**src/rtl/pipe_ctrl_pkg.sv**
```systemverilog
`default_nettype none
// ============================================================================
// Module      : pipe_ctrl_pkg
// Description : Shared types and constants for the pipeline hazard controller.
//               It provides the controller state encoding, the PC-source
//               select codes and the hard-wired zero register index.
// Revision    : 1.0 - initial release
// ============================================================================
package pipe_ctrl_pkg;

    // Controller sequencing states
    typedef enum logic [1:0] {
        RUN   = 2'b00,
        WAIT  = 2'b01,
        REDIR = 2'b10
    } ctrl_state_e;

    // PC source select codes
    localparam logic [1:0] PCSEL_SEQ = 2'b00;   // PC + 4
    localparam logic [1:0] PCSEL_BR  = 2'b01;   // branch target
    localparam logic [1:0] PCSEL_J   = 2'b10;   // jump target

    // Register 0 is hard-wired to zero, so writes to it never create a hazard
    localparam logic [4:0] REG_ZERO  = 5'd0;

endpackage : pipe_ctrl_pkg
`default_nettype wire

```
**src/rtl/hazard_detect.sv**
```systemverilog
`default_nettype none
// ============================================================================
// Module      : hazard_detect
// Description : Combinational load-use hazard comparator. It flags when the
//               instruction in EX is a load whose destination is read by the
//               instruction in ID.
// Ports       : ex_rw_i, ex_memtoreg_i, ex_regwr_i  - EX destination/control
//               id_rs_i, id_rt_i, id_uses_rt_i     - ID source operands
//               lduse_o                            - load-use hazard present
// Revision    : 1.0 - initial release
// ============================================================================
module hazard_detect
    import pipe_ctrl_pkg::*;
(
    input  logic [4:0] ex_rw_i,
    input  logic       ex_memtoreg_i,
    input  logic       ex_regwr_i,
    input  logic [4:0] id_rs_i,
    input  logic [4:0] id_rt_i,
    input  logic       id_uses_rt_i,
    output logic       lduse_o
);

    logic rs_hit;
    logic rt_hit;

    assign rs_hit  = (ex_rw_i == id_rs_i);
    // rt only matters for instructions that actually read it
    assign rt_hit  = id_uses_rt_i && (ex_rw_i == id_rt_i);
    assign lduse_o = ex_memtoreg_i && ex_regwr_i && (ex_rw_i != REG_ZERO)
                     && (rs_hit || rt_hit);

endmodule : hazard_detect
`default_nettype wire

```
**src/rtl/pipeline_hazard_ctrl.sv**
```systemverilog
`default_nettype none
// ============================================================================
// Module      : pipeline_hazard_ctrl
// Description : Central hazard and sequencing controller for the 5-stage
//               pipeline. Generates stage-register enables/flushes, selects
//               the PC source and freezes the pipeline on data-memory waits.
// Ports       : clk, rst_n                 - clock, async active-low reset
//               id_*, ex_*, mem_*          - pipeline hazard/resolution info
//               dmem_ready                 - data memory completes this cycle
//               pc_we, pc_sel              - PC update enable and source
//               *_we, *_flush              - stage-register enables / bubbles
//               dmem_req                   - data-memory access in progress
//               stall_cnt, flush_cnt       - saturating event counters
//               mem_timeout                - sticky memory-wait timeout fault
// Revision    : 1.0 - initial release
// ============================================================================
module pipeline_hazard_ctrl
    import pipe_ctrl_pkg::*;
#(
    parameter int CNT_W    = 16,
    parameter int MAX_WAIT = 15
) (
    input  logic             clk,
    input  logic             rst_n,
    input  logic [4:0]       id_rs,
    input  logic [4:0]       id_rt,
    input  logic             id_uses_rt,
    input  logic [4:0]       ex_rw,
    input  logic             ex_memtoreg,
    input  logic             ex_regwr,
    input  logic             mem_branch,
    input  logic             mem_zero,
    input  logic             mem_jump,
    input  logic             mem_memwr,
    input  logic             mem_memtoreg,
    input  logic             dmem_ready,
    output logic             pc_we,
    output logic [1:0]       pc_sel,
    output logic             ifid_we,
    output logic             exmem_we,
    output logic             memwb_we,
    output logic             ifid_flush,
    output logic             idex_flush,
    output logic             exmem_flush,
    output logic             memwb_flush,
    output logic             dmem_req,
    output logic [CNT_W-1:0] stall_cnt,
    output logic [CNT_W-1:0] flush_cnt,
    output logic             mem_timeout
);

    localparam int                WAIT_W     = (MAX_WAIT < 1) ? 1 : $clog2(MAX_WAIT + 1);
    localparam logic [WAIT_W-1:0] WAIT_LIMIT = WAIT_W'(MAX_WAIT);

    ctrl_state_e       state_q, state_d;
    logic [CNT_W-1:0]  stall_q, stall_d;
    logic [CNT_W-1:0]  flush_q, flush_d;
    logic [WAIT_W-1:0] wait_q, wait_d;
    logic              timeout_q, timeout_d;

    logic redirect;
    logic memop;
    logic lduse;
    logic stall_inc;
    logic flush_inc;

    assign redirect = mem_jump | (mem_branch & mem_zero);
    assign memop    = mem_memwr | mem_memtoreg;

    hazard_detect u_hazard_detect (
        .ex_rw_i       (ex_rw),
        .ex_memtoreg_i (ex_memtoreg),
        .ex_regwr_i    (ex_regwr),
        .id_rs_i       (id_rs),
        .id_rt_i       (id_rt),
        .id_uses_rt_i  (id_uses_rt),
        .lduse_o       (lduse)
    );

    always_comb begin
        // Normal flow defaults
        state_d     = state_q;
        wait_d      = wait_q;
        stall_inc   = 1'b0;
        flush_inc   = 1'b0;
        pc_we       = 1'b1;
        pc_sel      = PCSEL_SEQ;
        ifid_we     = 1'b1;
        exmem_we    = 1'b1;
        memwb_we    = 1'b1;
        ifid_flush  = 1'b0;
        idex_flush  = 1'b0;
        exmem_flush = 1'b0;
        memwb_flush = 1'b0;
        dmem_req    = memop;

        case (state_q)
            WAIT: begin
                dmem_req = 1'b1;
                if (dmem_ready) begin
                    wait_d  = '0;
                    state_d = RUN;
                end else begin
                    pc_we       = 1'b0;
                    ifid_we     = 1'b0;
                    exmem_we    = 1'b0;
                    memwb_flush = 1'b1;
                    stall_inc   = 1'b1;
                    if (wait_q != WAIT_LIMIT) begin
                        wait_d = wait_q + WAIT_W'(1);
                    end
                end
            end
            default: begin  // RUN and REDIR
                if (redirect) begin
                    // Any memop alongside a redirect is dropped for this cycle
                    pc_sel      = mem_jump ? PCSEL_J : PCSEL_BR;
                    ifid_flush  = 1'b1;
                    idex_flush  = 1'b1;
                    exmem_flush = 1'b1;
                    dmem_req    = 1'b0;
                    flush_inc   = 1'b1;
                    state_d     = REDIR;
                end else if (memop && !dmem_ready) begin
                    pc_we       = 1'b0;
                    ifid_we     = 1'b0;
                    exmem_we    = 1'b0;
                    memwb_flush = 1'b1;
                    dmem_req    = 1'b1;
                    stall_inc   = 1'b1;
                    state_d     = WAIT;
                end else if (lduse && (state_q == RUN)) begin
                    // In REDIR the ID stage holds a bubble, so lduse is stale
                    pc_we      = 1'b0;
                    ifid_we    = 1'b0;
                    idex_flush = 1'b1;
                    stall_inc  = 1'b1;
                    state_d    = RUN;
                end else begin
                    state_d = RUN;
                end
            end
        endcase

        // Hold the whole pipeline in bubbles while reset is asserted
        if (!rst_n) begin
            pc_we       = 1'b0;
            pc_sel      = PCSEL_SEQ;
            ifid_we     = 1'b0;
            exmem_we    = 1'b0;
            memwb_we    = 1'b0;
            ifid_flush  = 1'b1;
            idex_flush  = 1'b1;
            exmem_flush = 1'b1;
            memwb_flush = 1'b1;
            dmem_req    = 1'b0;
        end
    end

    // Saturating event counters and sticky timeout
    always_comb begin
        stall_d   = stall_q;
        flush_d   = flush_q;
        timeout_d = timeout_q | (wait_d == WAIT_LIMIT);
        if (stall_inc && (stall_q != {CNT_W{1'b1}})) begin
            stall_d = stall_q + CNT_W'(1);
        end
        if (flush_inc && (flush_q != {CNT_W{1'b1}})) begin
            flush_d = flush_q + CNT_W'(1);
        end
    end

    always_ff @(posedge clk or negedge rst_n) begin
        if (!rst_n) begin
            state_q   <= RUN;
            stall_q   <= '0;
            flush_q   <= '0;
            wait_q    <= '0;
            timeout_q <= 1'b0;
        end else begin
            state_q   <= state_d;
            stall_q   <= stall_d;
            flush_q   <= flush_d;
            wait_q    <= wait_d;
            timeout_q <= timeout_d;
        end
    end

    assign stall_cnt   = stall_q;
    assign flush_cnt   = flush_q;
    assign mem_timeout = timeout_q;

endmodule : pipeline_hazard_ctrl
`default_nettype wire

```
**config.mk**
```make
export PLATFORM = sky130hd
export DESIGN_NAME = pipeline_hazard_ctrl
export DESIGN_NICKNAME = d
export VERILOG_FILES = /design/src/rtl/pipe_ctrl_pkg.sv /design/src/rtl/hazard_detect.sv /design/src/rtl/pipeline_hazard_ctrl.sv
export SDC_FILE = /design/constraint.sdc
export NUM_CORES = 1
export LEC_CHECK = 0
export ABC_CLOCK_PERIOD_IN_PS = 1700
export CAP_MARGIN = 20
export CORE_MARGIN = 1.5
export CORE_UTILIZATION = 42
export CTS_CLUSTER_DIAMETER = 50
export DETAILED_ROUTE_END_ITERATION = 16
export GPL_TIMING_DRIVEN = 0
export PLACE_DENSITY = 0.77
export RECOVER_POWER = 50
export SLEW_MARGIN = 25
export SYNTH_ARGS = -nofsm -noshare
export SYNTH_HDL_FRONTEND = slang
export SYNTH_HIERARCHICAL = 1
export SYNTH_SLANG_ARGS = --single-unit
```
**constraint.sdc**
```tcl
create_clock -name clk -period 1.7 [get_ports clk]
set_input_delay 0.17 -clock clk [delete_from_list [all_inputs] [get_ports clk]]
set_output_delay 0.17 -clock clk [all_outputs]
set_load 0.05 [all_outputs]
```
==> metrics.cfg <==
[floorplan]
fp.dieW_um = 74.60
rows = 25
die_h_um = 74.60
num_io_pins = 70
die_area_um2 = 5565
coreArea_um2 = 4817
start_util_pct = 44.70

[min_path]
worst_hold_path_type = primary input to flop
min_from = dmem_ready
min_to = wait_q[0]
hold_depth = 2

[yosys]
synth_cells = 214
yosys.area_share.simple_pct = 25.86
synth_xor_area_share_pct = 13.83
postSynth.asyncResetShare_pct = 100.0
postSynthAreaPerCell_um2 = 10.06
synth-adder-area-share_pct = 1.743
synth_edf_count = 0
synth_warnings = 6
ys.flop_type = dfrtp_1
synthMuxAreaShare_pct = 2.266
synth_cell_types = 44
synth_top_family_by_area = simple AND/OR/NAND/NOR gates
synth-compound-area-share_pct = 8.716
synthesis.area_um2 = 2153
yosysSeqAreaShare_pct = 45.32
ys_ff_latch = 39
syn_nets = 243

[sta]
post-route-period-util_pct = 118.7
setup_viol = 22
max_freq_mhz = 495.6
hold_viol = 0
drv_slew = 0
skew_ps = 3.332
maxSlewHeadroom_pct = 8.757
setup_ws_ps = -317.7
fin_hold_ws_ps = 379.5
rsz0062_at_grt = yes
fin_crit_ps = 2018
tightest_slew_ps = 1369
finalSetupTns_ps = -2324

[critical_path]
endpoint_kind = output port
reg2reg_depth = 6
r2r-start = stall_cnt[0]
critical_path_class = primary input to output port
crit_required_ps = 1530
r2r_slack_ps = -100
critPathLaunch = ex_rw[4]
cp.arrival_ps = 1850
r2r_end = stall_cnt[1]
cp-start-kind = primary input
worstPathMaxFanout = 2

[global_routing]
grt_pass1_vias = 1863
grt_pass1_wl_mm = 8.742
grt_max_degree = 27
grt_antenna_before_repair = 0
grt_overflow = 0
gr-usage-all-layers_pct = 20.47

[pwr]
p_comb_share_pct = 43.0
power.density_nw_per_um2 = 1045
p_clk_share_pct = 17.2
power_switching_w = 0.001502
pwr-share-seq_pct = 39.8
swShare_pct = 43.21
leakagePower_nw = 1.472
intPower_w = 0.001973
worst_ir_drop_vdd_mv = 1.466

[routing]
antenna_left = 0
viasPerCell = 5.069
num_vias = 1911
wl_per_cell_um = 14.33
drcViolationCount = 0
totalWireLength_mm = 5.402
drtIter0Drc = 34
drt_first_pass_iters = 4

[clocking]
cts_max_level = 2
numCtsBuffers = 5
path_clk_slew_ps = 70
clockBufferDepth = 2
cts_sinks = 39
cts_tree = built
clk_latency_ps = 290
cts_root_buffer = clkbuf_8

[final_layout]
area_growth_pct = 54.39
nNetsFinal = 338
antennaDiodeCount = 0
drive_gt1_share_pct = 33.87

[run_status]
outcome = complete, but fails checks
violations = setup timing

[job]
drv_cap = 0

[placement]
gp_congestion = 0.7992
dpl.hpwl_mm = 3.615
place_ws_ps = -1490
io_buffers = 69

[repair_timing]
| item | in CTS | in global routing |
|---|---|---|
| resized for setup | 151 | 26 |
| pin swaps | 33 | 19 |
| buffers inserted | 8 | 8 |
| endpoints found under the setup margin | 48 | 30 |
| hold buffers | 2 | 0 |
| endpoints found under the hold margin | 13 | 0 |
[cells in the final DEF, fill, tap and decap left out, types with 5 or more instances in the layout]
| master | netlist | final |
|---|---|---|
| nor2_1 | 14 | 12 |
| and3_1 | 6 | 5 |
| nand3_1 | 21 | 16 |
| nor3_2 | 1 | 5 |
| dfrtp_2 | 0 | 12 |
| buf_4 | 4 | 14 |
| xnor2_1 | 21 | 19 |
| nand4_1 | 8 | 8 |
| clkdlybuf4s50_1 | 0 | 15 |
| nand2_1 | 20 | 12 |
| dlygate4sd2_1 | 0 | 27 |
| clkbuf_1 | 0 | 9 |
| xor2_1 | 13 | 13 |
| clkbuf_8 | 0 | 5 |
| dfrtp_1 | 39 | 27 |
| nand2_2 | 0 | 5 |
| buf_2 | 0 | 6 |
| buf_6 | 0 | 10 |
| a21oi_1 | 9 | 7 |
[state kept, by name (all words and copies together) (netlist names)]
register	count
state_q	2
mem_timeout	1
wait_q	4
flush_cnt	16
stall_cnt	16
[cell type report]
type	instances	area, um2
multi-input cells	166	1344
inverters	5	22.52
well taps	67	83.83
repair buffers	88	762.0
plain buffers	4	37.54
clock inverters	3	15.01
flip-flops and latches	39	991.0
fillers	409	1493
clock buffers	5	68.82
[layer usage]
metal / track usage, % / routed length [um] / vias up
met4: 7.475 / 55 / 0
met5: 0 / 0 / -
met2: 33.43 / 2689 / 51
met1: 27.67 / 2361 / 910
met3: 3.252 / 295 / 5
li1: - / - / 945
[synth_stat cells (2+ instances only)]
cell type   n  share of area, %
a21oi_1     9               2.1
a31oi_1     2              0.58
and3_1      6               1.7
buf_4       4               1.4
dfrtp_1    39                45
ha_1        3               1.7
inv_1       5              0.87
mux2_2      3               1.6
nand2_1    20               3.5
nand2b_1    4               1.2
nand3_1    21               4.9
nand4_1     8               2.3
nor2_1     14               2.4
nor2b_1     3              0.87
nor3_1      8               1.9
nor4_1      2              0.58
o21ai_0     3              0.70
o21bai_1    2              0.70
xnor2_1    21               8.5
xor2_1     13               5.3
[critical path: stages]
cell and delay [ps]:
buf_8 90, or4_4 520, o211ai_2 160, a21oi_2 40
nor2b_4 120, o211ai_1 260, and3_4 250, buf_6 90
buf_8 130
[kinds of logic after synthesis]
kind of cell / Yosys count
adder cells (fa/ha/maj): 3
buffers and inverters: 9
XOR/XNOR: 34
multiplexers: 4
AND/OR/NAND/NOR: 99
flip-flops: 39
AO/OA/AOI/OAI: 26
[power groups by stage]
stage	Clock, W	Sequential (W)	Combinational [W]
floorplan	0	0.00184	0.000487
global placement	0	0.00140	0.00143
detailed placement	0	0.00140	0.00144
CTS	0.000613	0.00139	0.00145
global route	0.000649	0.00141	0.00159
finish	0.000597	0.00138	0.00150
[metrics by stage]
stage                     cell area, um2  power (W)  std cells  util (%)
after global placement              3015   0.002826        350     62.60
final                               3324   0.003475        377     69.01
after detailed placement            3030   0.002841        351     62.91
after CTS                           3273   0.003454        369     67.95
after floorplan                     2241   0.002323        214         -
after global routing                3324   0.003649        377     69.01
[how the worst max path moves through the flow]
stage | endpoint | slack (ps) | cells past startpoint
6_report | pc_we | -320 | 9
5_1_grt | pc_we | -390 | 9
4_1_cts | pc_we | -350 | 9
3_5_place_dp | pc_we | -1490 | 9
3_3_place_gp | pc_we | -1840 | 4
2_1_floorplan | stall_cnt[14] | -270 | 8
(Power assumes the default switching activity.)
